**src/rtl/imm_extend_pipe.sv**
```systemverilog
// Decode-stage immediate generator behind a 2-entry valid/ready skid buffer.
// Each entry carries {illegal, tag, immediate}; outputs come straight from the head register.
module imm_extend_pipe #(
    parameter int XLEN  = 32,
    parameter int TAG_W = 32,
    parameter int CNT_W = 8
) (
    input  logic             clk,
    input  logic             reset,
    input  logic             flush,
    input  logic             in_valid,
    output logic             in_ready,
    input  logic [31:0]      instr,
    input  logic [2:0]       immsrc,
    input  logic [TAG_W-1:0] tag_in,
    output logic             out_valid,
    input  logic             out_ready,
    output logic [XLEN-1:0]  immext,
    output logic             illegal,
    output logic [TAG_W-1:0] tag_out,
    output logic [CNT_W-1:0] err_cnt
);

    localparam int ENT_W = 1 + TAG_W + XLEN;

    typedef enum logic [1:0] {EMPTY, HALF, FULL} state_t;

    state_t           state_q, state_d;
    logic [ENT_W-1:0] head_q, head_d;
    logic [ENT_W-1:0] tail_q, tail_d;
    logic [CNT_W-1:0] err_cnt_q, err_cnt_d;

    logic [31:0]      raw_imm;
    logic             new_ill;
    logic [XLEN-1:0]  new_imm;
    logic [ENT_W-1:0] new_ent;
    logic             push;
    logic             pop;
    logic             unused_instr;

    assign unused_instr = ^instr[6:0];

    // Every format is first built as a 32-bit value whose bit 31 is the correct
    // extension bit, so one sign-extension covers both XLEN settings.
    always_comb begin
        raw_imm = 32'd0;
        new_ill = 1'b0;
        case (immsrc)
            3'b000: raw_imm = {{20{instr[31]}}, instr[31:20]};
            3'b001: raw_imm = {{20{instr[31]}}, instr[31:25], instr[11:7]};
            3'b010: raw_imm = {{20{instr[31]}}, instr[7], instr[30:25], instr[11:8], 1'b0};
            3'b011: raw_imm = {{12{instr[31]}}, instr[19:12], instr[20], instr[30:21], 1'b0};
            3'b100: raw_imm = {instr[31:12], 12'd0};
            3'b101: raw_imm = {27'd0, instr[19:15]};
            3'b110: raw_imm = {26'd0, (XLEN == 64) ? instr[25] : 1'b0, instr[24:20]};
            default: new_ill = 1'b1;
        endcase
    end

    assign new_imm = XLEN'($signed(raw_imm));
    assign new_ent = {new_ill, tag_in, new_imm};

    assign in_ready  = !reset && (state_q != FULL);
    assign out_valid = (state_q != EMPTY);
    assign push      = in_valid && in_ready && !flush;
    assign pop       = out_valid && out_ready && !flush;

    always_comb begin
        state_d   = state_q;
        head_d    = head_q;
        tail_d    = tail_q;
        err_cnt_d = err_cnt_q;
        if (flush) begin
            state_d = EMPTY;
        end else begin
            case (state_q)
                EMPTY: if (push) begin
                    head_d  = new_ent;
                    state_d = HALF;
                end
                HALF: begin
                    if (push && pop) begin
                        head_d = new_ent;
                    end else if (push) begin
                        tail_d  = new_ent;
                        state_d = FULL;
                    end else if (pop) begin
                        state_d = EMPTY;
                    end
                end
                FULL: if (pop) begin
                    head_d  = tail_q;
                    state_d = HALF;
                end
                default: state_d = EMPTY;
            endcase
        end
        if (push && new_ill && (err_cnt_q != {CNT_W{1'b1}})) begin
            err_cnt_d = err_cnt_q + CNT_W'(1);
        end
    end

    always_ff @(posedge clk) begin
        if (reset) begin
            state_q   <= EMPTY;
            head_q    <= '0;
            tail_q    <= '0;
            err_cnt_q <= '0;
        end else begin
            state_q   <= state_d;
            head_q    <= head_d;
            tail_q    <= tail_d;
            err_cnt_q <= err_cnt_d;
        end
    end

    assign immext  = head_q[XLEN-1:0];
    assign tag_out = head_q[XLEN +: TAG_W];
    assign illegal = head_q[ENT_W-1];
    assign err_cnt = err_cnt_q;

endmodule

```
**config.mk**
```make
export PLATFORM = sky130hd
export DESIGN_NAME = imm_extend_pipe
export DESIGN_NICKNAME = d
export VERILOG_FILES = /design/src/rtl/imm_extend_pipe.sv
export SDC_FILE = /design/constraint.sdc
export NUM_CORES = 1
export LEC_CHECK = 0
export ABC_AREA = 0
export BUFFER_PORTS_ARGS = -buffer_cell sky130_fd_sc_hd__buf_2
export CAP_MARGIN = 20
export CORE_MARGIN = 2
export CORE_UTILIZATION = 55
export CTS_CLUSTER_DIAMETER = 100
export DETAILED_ROUTE_END_ITERATION = 6
export GPL_TIMING_DRIVEN = 0
export HOLD_SLACK_MARGIN = 0.02
export PLACE_DENSITY_LB_ADDON = 0.2
export RECOVER_POWER = 25
export SYNTH_ARGS = -nofsm -noshare
export SYNTH_HDL_FRONTEND = slang
export SYNTH_SLANG_ARGS = --single-unit
export TNS_END_PERCENT = 20
```
**constraint.sdc**
```tcl
create_clock -name clk -period 2.45 [get_ports clk]
set_input_delay 0.49 -clock clk [delete_from_list [all_inputs] [get_ports clk]]
set_output_delay 0.49 -clock clk [all_outputs]
set_load 0.01 [all_outputs]
```
==> results of run 1 <==
==> path summary, 6_finish.rpt <==
| check | cells after the start | startpoint | to |
|---|---|---|---|
| setup / recovery | 5 | state_q[1] | in_ready |
| hold / removal | 2 | flush | state_q[1] |
| setup reg to reg | 4 | state_q[0] | tail_q[18] |
| hold reg to reg | 2 | head_q[25] | head_q[25] |
==> critical path: cells and delay by family, from the launching register on <==
family	cells	cell delay, ps
DFF	1	390
and+or+nand+nor	2	260
buffers and inverters	3	590
==> area by class of cell <==
class,instances,share of cell area (%)
clock buffer,25,6.77
tap,140,2.35
timing repair buffer,139,8.51
inverter,7,0.353
buffer,66,4.27
sequential,140,37.6
clock inverter,7,0.806
multi-input combinational,535,39.3
==> synth_stat cells, drive strengths merged (4+ instances only) <==
cell type,number,area share [%]
nand4,7,0.97
a211oi,26,3.2
a21oi,80,6.6
nor2b,9,0.97
nor2,90,5.6
o21ai,5,0.41
a22oi,4,0.49
nand3,21,1.7
o311ai,9,1.3
and3,9,0.95
a2111oi,5,0.72
a311oi,33,4.8
inv,7,0.43
nor3,11,0.91
dfxtp,140,46
a221o,4,0.66
nand2,158,9.8
buf,38,3.5
o41ai,11,1.6
mux2i,12,2.0
clkbuf,29,1.8
a211o,6,0.87
a31o,6,0.87
==> power by group through the flow <==
stage | registers (mW) | clock network (mW) | logic (mW)
6_report | 2.37 | 2.45 | 0.465
5_1_grt | 2.37 | 2.56 | 0.508
4_1_cts | 2.37 | 2.45 | 0.468
3_5_place_dp | 2.41 | 0 | 0.464
3_3_place_gp | 2.41 | 0 | 0.452
2_1_floorplan | 2.43 | 0 | 0.240
==> timing repair <==
| item | CTS | global route |
|---|---|---|
| gates resized for setup | 3 | 1 |
| cloned | 0 | 0 |
| setup endpoints to repair | 1 | 1 |
| buffers inserted | 1 | 0 |
==> cell families (layout without fill, tap and decap cells) <==
logic type / Yosys count / in the layout
muxes: 13 / 13
adders and majority gates: 1 / 1
AOI/OAI and AO/OA: 196 / 196
and+or+nand+nor: 325 / 325
buffers and inverters: 74 / 244
DFF: 140 / 140
==> metrics by stage <==
stage	power, mW	cell area (µm²)	setup slack [ps]	TNS (ps)
after floorplan	2.67	6070	557	0
after global placement	2.86	6940	-189	-189
after detailed placement	2.88	6940	-204	-204
after CTS	5.28	7510	79.5	0
after global routing	5.44	7450	21.7	0
final	5.28	7450	179	0
==> flip-flops by register name, indices dropped and copies added (netlist names) <==
register and count:
state_q 2, tail_q 65, err_cnt 8, head_q 65
==> layer usage <==
layer  vias to the layer above  share of wire [%]  wire [µm]  track usage, %
met4                         0                1.8        313            11.3
met3                        30                8.1       1450            7.05
met2                       317                 49       8780            50.0
li1                       2984                  -          -               -
met1                      2931                 41       7260            37.5
met5                         -                  0          0               0
==> out/results.tsv, run 1 <==
metric	value	unit
combinational share of power	8.8	%
fraction of synthesized cell area in xor and xnor cells	0	%
internal power contribution	4.00	mW
Via-to-Cell Ratio	5.91	
largest family of logic cells by synthesized area	simple AND/OR/NAND/NOR gates	
GRT Residual Overflow	0	
routed length per instance	16.8	µm
First-pass DRT Iterations	5	
post-synthesis share of cell area spent on and, or, nand and nor gates	23.4	%
largest clock skew in the final design	6.77	ps
cell area after synthesis	6070	µm²
most frequent standard cell in the layout excluding fill and tap cells	sky130_fd_sc_hd__nand2_1	
I/O pin count	147	
detailed-route via count	6262	
clock-pin slew on the worst setup and hold paths	60	ps
number of flops mapped to enable cells by yosys	0	
TritonCTS clock tree	built	
Clock Sinks	140	
Overall Global Routing Usage	29.9	%
number of DRC markers after the initial detailed-route iteration	563	
global-route wire length before repair	27.7	mm
result of the run	finished, final reports clean	
count of H-tree levels built during CTS	4	
die area	11900	µm²
cell row count	38	
Avg Synthesized Cell Area	8.11	µm²
Highest Clock Rate	0.440	GHz
layout cells sized above 1	19.0	%
area fraction in compound gates after synthesis	22.4	%
final standard cell utilization of the core	69.0	%
count of state elements after synthesis	140	
Port Buffer Count	138	
leakage component of the power	2.88	nW
CTS root buffer	sky130_fd_sc_hd__clkbuf_8	
horizontal die dimension	109	µm
part of the total power dissipated in sequential elements	44.9	%
Final min period	2270	ps
RSZ-0062 raised after global routing	no	
hold violation count in the final report	0	
commonest non-fill, non-tap cells in the layout	158 x sky130_fd_sc_hd__nand2_1, 139 x sky130_fd_sc_hd__dfxtp_1, 115 x sky130_fd_sc_hd__buf_2, 90 x sky130_fd_sc_hd__nor2_1	
weighted congestion at the end of routability-driven global placement	0.904	
number of cells produced by synthesis	749	
FILL cells	894	
slowest cell on the critical path	sky130_fd_sc_hd__dfxtp_2	
number of nets in the layout	979	
via count of the first global-routing pass	5719	
number of antenna cells inserted	0	
multiplexer area fraction after synthesis	2.16	%
Crit path arrival time	1780	ps
non-filler cells, final	1059	
kind of start point of the critical path	flip-flop	
count of nets left with antenna violations after detail routing	0	
worst max-slew margin expressed relative to the limit	56.3	%
post-synth cell types	48	
initial core utilization	56.2	%
worst-case vdd ir drop	0.444	mV
actual transition at the worst max-transition pin	638	ps
Switch Pwr	1.27	mW
Pwr per Cell Area	708	nW/µm²
Yosys warnings	0	
share of the clock period used by the worst path	92.7	%
biggest cell delay along the critical path	390	ps
post-synthesis adder-cell area fraction	0.206	%
post-placement cell count	1027	
share of power burned in the clock network	46.3	%
switching fraction of total power	24.1	%
total area of multi-input combinational cells	2930	µm²
drt drc	0	
Skew-Pair Late Insertion Delay	540	ps
critical path peak fanout	10	
kind of critical path	flip-flop to primary output	
number of maximum-capacitance violations	0	
largest net degree at the start of global routing	17	
maximum root-to-sink buffer count	2	
area growth from synthesis to layout	22.7	%
Reg area	2800	µm²
sequential area share after synthesis	46.2	%
Hold Buf Count CTS	0	
number of buffers created by CTS	17	
most numerous cell on the critical path	sky130_fd_sc_hd__buf_2	
Slew Viols, Final	0	
Detail Placement HPWL	12.6	mm
share of synthesized registers carrying an async set or reset	0	%
data required time of the critical path	1960	ps
chip height	109	µm
crit path cell chain	nor2b_4, buf_4, buf_2, nor2_1, buf_2	
register-to-register setup slack	260	ps
Most used DFF post-synth	sky130_fd_sc_hd__dfxtp_1	
setup-violating endpoint count in the final report	0	
final WL	17.8	mm
net count after synthesis	822	
Worst setup EP type	primary output	
antenna violations before repair	0	
core outline area	10800	µm²
worst min-delay path category	input port to flip-flop	
Min Hold Slack	163	ps
No activity file was read; power rests on OpenSTA's default activity.
==> run 2: changes to the inputs <==
--- a/config.mk
+++ b/config.mk
@@ -9,7 +9,7 @@
 export BUFFER_PORTS_ARGS = -buffer_cell sky130_fd_sc_hd__buf_2
 export CAP_MARGIN = 20
 export CORE_MARGIN = 2
-export CORE_UTILIZATION = 55
+export CORE_UTILIZATION = 53
 export CTS_CLUSTER_DIAMETER = 100
 export DETAILED_ROUTE_END_ITERATION = 6
 export GPL_TIMING_DRIVEN = 0
==> constraint.sdc (replaced) <==
create_clock -name clk -period 2.2 [get_ports clk]
set_input_delay 0.44 -clock clk [delete_from_list [all_inputs] [get_ports clk]]
set_output_delay 0.44 -clock clk [all_outputs]
set_load 0.01 [all_outputs]
==> run 2 against run 1 <==
Compared with the run above:
- die area up 3.6%
- hold slack better by 83 ps
- first-iteration DRC count down 17%
- largest cell class unchanged
- largest power group unchanged
- power up 13%
- register-to-register slack better by 60 ps
==> out/results.tsv, run 2 (synthesized netlist as in run 1, its figures left out) <==
metric	value	unit
First-pass DRT Iterations	5	
antenna violations before repair	0	
Reg area	2800	µm²
total area of multi-input combinational cells	2930	µm²
slowest cell on the critical path	sky130_fd_sc_hd__clkbuf_1	
kind of cell with the highest combined delay on the critical path	buffers and inverters	
number of buffers created by CTS	17	
horizontal die dimension	111	µm
maximum root-to-sink buffer count	2	
part of the total power dissipated in sequential elements	44.3	%
routed length per instance	16.7	µm
largest net degree at the start of global routing	20	
worst min-delay path category	input port to flip-flop	
Switch Pwr	1.46	mW
CP Buf/Inv Count	4	
die area	12300	µm²
I/O pin count	147	
worst max-slew margin expressed relative to the limit	57.0	%
share of the clock period used by the worst path	95.5	%
count of H-tree levels built during CTS	4	
Skew-Pair Late Insertion Delay	420	ps
commonest non-fill, non-tap cells in the layout	158 x sky130_fd_sc_hd__nand2_1, 139 x sky130_fd_sc_hd__dfxtp_1, 113 x sky130_fd_sc_hd__buf_2, 90 x sky130_fd_sc_hd__nor2_1, 83 x sky130_fd_sc_hd__clkbuf_1	
layout cells sized above 1	18.6	%
initial core utilization	53.6	%
number of DRC markers after the initial detailed-route iteration	465	
count of nets left with antenna violations after detail routing	0	
hold violation count in the final report	0	
combinational share of power	8.7	%
Pwr per Cell Area	798	nW/µm²
Detail Placement HPWL	12.8	mm
share of power burned in the clock network	47.0	%
most frequent standard cell in the layout excluding fill and tap cells	sky130_fd_sc_hd__nand2_1	
leakage component of the power	2.84	nW
number of maximum-capacitance violations	0	
count of buffers added by post-CTS timing repair for setup	0	
cell row count	39	
crit path cell chain	buf_2, clkbuf_2, clkbuf_1, nor2_1, buf_2	
setup-violating endpoint count in the final report	0	
switching fraction of total power	24.6	%
drt drc	0	
Crit path arrival time	1660	ps
worst-case vdd ir drop	0.448	mV
Slew Viols, Final	0	
clock-pin slew on the worst setup and hold paths	50	ps
Overall Global Routing Usage	29.1	%
number of nets in the layout	977	
most numerous cell on the critical path	sky130_fd_sc_hd__buf_2	
final WL	17.7	mm
data required time of the critical path	1760	ps
global-route wire length before repair	29.0	mm
Highest Clock Rate	0.476	GHz
area growth from synthesis to layout	22.8	%
Clock Sinks	140	
post-route worst setup slack	98.1	ps
kind of critical path	input port to primary output	
CTS root buffer	sky130_fd_sc_hd__clkbuf_16	
Final min period	2100	ps
Via-to-Cell Ratio	5.82	
detailed-route via count	6172	
number of antenna cells inserted	0	
weighted congestion at the end of routability-driven global placement	0.951	
largest clock skew in the final design	9.34	ps
actual transition at the worst max-transition pin	637	ps
RSZ-0062 raised after global routing	yes	
Total Negative Setup Slacks	0	ps
biggest cell delay along the critical path	380	ps
via count of the first global-routing pass	6028	
chip height	111	µm
Hold Buf Count CTS	0	
core outline area	11300	µm²
result of the run	finished, final reports clean	
TritonCTS clock tree	built	
internal power contribution	4.49	mW
Port Buffer Count	138	
GRT Residual Overflow	0	
FILL cells	1001	
worst setup slack after placement	-385	ps
critical path peak fanout	15	
Worst setup EP type	primary output	
kind of start point of the critical path	input port	
-- run 2: cell types whose count changed in the layout (fill, tap and decap cells not counted), sizes merged --
cell      before  now
clkinv         6    4
clkinvlp       0    4
buf          126  123
bufinv         1    2
clkbuf       104  102
-- run 2: power by group through the flow --
stage	combinational [mW]	clock, mW	sequential (mW)
floorplan	0.268	0	2.71
global placement	0.503	0	2.69
detailed placement	0.518	0	2.69
finish	0.515	2.79	2.64
global route	0.566	2.92	2.64
CTS	0.519	2.80	2.64
-- run 2: layout make-up --
cell class / instances / share of cell area, %
multi-input cells: 535 / 39.4
flip-flops and latches: 140 / 37.6
repair buffers: 138 / 8.39
plain buffers: 65 / 4.20
inverters: 7 / 0.353
well taps: 143 / 2.40
clock inverters: 10 / 1.58
clock buffers: 22 / 6.09
-- run 2: per-stage QoR --
step	cell area [µm²]	hold slack (ps)	power (mW)	utilization, %	std cells
2_1_floorplan	6070	430	2.98	-	749
3_3_place_gp	6940	442	3.19	61.3	1030
3_5_place_dp	6940	446	3.21	61.3	1030
4_1_cts	7510	229	5.95	66.4	1060
5_1_grt	7450	247	6.12	65.8	1060
6_report	7450	246	5.95	65.8	1060
-- run 2: per-layer routing --
metal / vias up / track usage [%] / wire, µm
met5: - / 0 / 0
met4: 0 / 11.6 / 413
met3: 36 / 7.27 / 1280
met2: 267 / 48.2 / 8540
met1: 2894 / 36.6 / 7450
li1: 2975 / - / -
-- run 2: path summary, 6_finish.rpt --
kind	start	end	slack, ps	cells past startpoint
hold reg to reg	tail_q[58]	tail_q[58]	460	2
setup / recovery	reset	in_ready	100	5
hold / removal	out_ready	state_q[1]	250	2
setup reg to reg	state_q[0]	tail_q[17]	320	4
-- run 2: what timing repair did --
item	in CTS	in global routing
hold endpoints to repair	0	0
endpoints found under the setup margin	1	9
gates resized for setup	4	1
==> run 3: changes to the inputs <==
--- a/config.mk
+++ b/config.mk
@@ -12,7 +12,6 @@
 export CORE_UTILIZATION = 53
 export CTS_CLUSTER_DIAMETER = 100
 export DETAILED_ROUTE_END_ITERATION = 6
-export GPL_TIMING_DRIVEN = 0
 export HOLD_SLACK_MARGIN = 0.02
 export PLACE_DENSITY_LB_ADDON = 0.2
 export RECOVER_POWER = 25
==> run 3 against run 2 <==
Compared with the run above:
- largest power group is now sequential cells
- hold slack improved by 10 ps
- power decreased by 6.3%
- first-iteration DRC count increased by 1.1%
- combinational power decreased by 3.9%
- maximum frequency increased by 10%
- setup slack improved by 200 ps
- clock-buffer cell count decreased by 2
- global-route usage decreased by 3.5 points
==> out/results.tsv, run 3 (synthesized netlist as in run 1, its figures left out) <==
metric	value	unit
result of the run	finished, final reports clean	
Slew Viols, Final	0	
largest clock skew in the final design	6.99	ps
core outline area	11300	µm²
number of DRC markers after the initial detailed-route iteration	470	
post-placement cell count	990	
routed length per instance	15.3	µm
area growth from synthesis to layout	20.6	%
weighted congestion at the end of routability-driven global placement	0.808	
Highest Clock Rate	0.525	GHz
cell row count	39	
setup-violating endpoint count in the final report	0	
global-route wire length before repair	26.4	mm
GRT Residual Overflow	0	
register-to-register setup slack	350	ps
number of maximum-capacitance violations	0	
worst max-slew margin expressed relative to the limit	54.5	%
Overall Global Routing Usage	25.6	%
hold violation count in the final report	0	
CTS root buffer	sky130_fd_sc_hd__clkbuf_16	
detailed-route via count	5862	
Final min period	1900	ps
Pwr Total	5.57	mW
kind of critical path	flip-flop to primary output	
final WL	15.6	mm
clock-pin slew on the worst setup and hold paths	50	ps
First-pass DRT Iterations	5	
count of nets left with antenna violations after detail routing	0	
Port Buffer Count	139	
initial core utilization	53.6	%
share of the clock period used by the worst path	86.5	%
Clock Sinks	140	
commonest non-fill, non-tap cells in the layout	158 x sky130_fd_sc_hd__nand2_1, 140 x sky130_fd_sc_hd__dfxtp_1, 90 x sky130_fd_sc_hd__nor2_1, 85 x sky130_fd_sc_hd__buf_2, 80 x sky130_fd_sc_hd__a21oi_1	
Worst setup EP type	primary output	
critical path peak fanout	8	
Min Hold Slack	257	ps
worst setup slack after placement	142	ps
Detail Placement HPWL	10.7	mm
launch point of the worst path	state_q[1]	
worst reg-to-reg path cell count	5	
horizontal die dimension	111	µm
endpoint of the worst register-to-register path	head_q[24]	
Pwr per Cell Area	761	nW/µm²
non-filler cells, final	1019	
area of all placed cells without fillers	7320	µm²
worst min-delay path category	input port to flip-flop	
number of nets in the layout	939	
largest net degree at the start of global routing	84	
endpoint of the most critical setup path	in_ready	
actual transition at the worst max-transition pin	683	ps
worst-case vdd ir drop	0.509	mV
number of antenna cells inserted	0	
Hold Buf Count CTS	0	
Crit path arrival time	1460	ps
most frequent standard cell in the layout excluding fill and tap cells	sky130_fd_sc_hd__nand2_1	
Resize count post-CTS	0	
drt drc	0	
kind of start point of the critical path	flip-flop	
Via-to-Cell Ratio	5.75	
die area	12300	µm²
count of H-tree levels built during CTS	4	
RSZ-0062 raised after global routing	no	
post-route worst setup slack	296	ps
leakage component of the power	2.76	nW
chip height	111	µm
count of buffers added by post-CTS timing repair for setup	0	
maximum root-to-sink buffer count	2	
TritonCTS clock tree	built	
Skew-Pair Late Insertion Delay	410	ps
placed instance area	6890	µm²
Total Negative Setup Slacks	0	ps
layout cells sized above 1	18.4	%
antenna violations before repair	0	
final standard cell utilization of the core	64.7	%
via count of the first global-routing pass	5668	
number of buffers created by CTS	17	
startpoint of the lowest-slack register-to-register path	state_q[0]	
data required time of the critical path	1760	ps
I/O pin count	147	
run 3: cell count changes in the layout (fill, tap and decap cells not counted), sizes merged:
cell      change
clkbuf       -29
buf          -11
clkinv        +4
clkinvlp      -3
bufinv        -2
run 3: worst max-delay path: stages (launching register included):
cell,delay [ps]
sky130_fd_sc_hd__dfxtp_1,490
sky130_fd_sc_hd__nor2b_4,340
sky130_fd_sc_hd__nor2_1,70
sky130_fd_sc_hd__buf_2,160
run 3: routing by layer:
layer  up-vias  wire, µm  track usage, %
li1       2893         -               -
met1      2725      6800            32.9
met2       224      7530            42.7
met3        20      1040            4.92
met4         0       227            10.2
met5         -         0               0
run 3: where the power goes:
| part | total, mW | leakage (nW) | internal (mW) | switching, mW |
|---|---|---|---|---|
| Combinational | 0.495 | 1.38 | 0.189 | 0.306 |
| Sequential | 2.64 | 1.13 | 2.60 | 0.0355 |
| Clock | 2.44 | 0.251 | 1.43 | 1.01 |
run 3: how the worst min path moves through the flow:
stage / from / to / slack, ps / cells after the start
CTS: flush / state_q[1] / 240 / 2
floorplan: tail_q[31] / head_q[31] / 430 / 2
global route: flush / state_q[1] / 250 / 2
detailed placement: tail_q[37] / tail_q[37] / 450 / 2
global placement: tail_q[11] / head_q[11] / 440 / 2
finish: flush / state_q[1] / 260 / 2
run 3: layout make-up:
cell class	count	area [µm²]
multi-input combinational	535	2950
inverter	7	26.3
tap	143	179
clock inverter	9	51.3
fill	1012	4000
clock buffer	20	447
sequential	140	2800
timing repair buffer	165	865
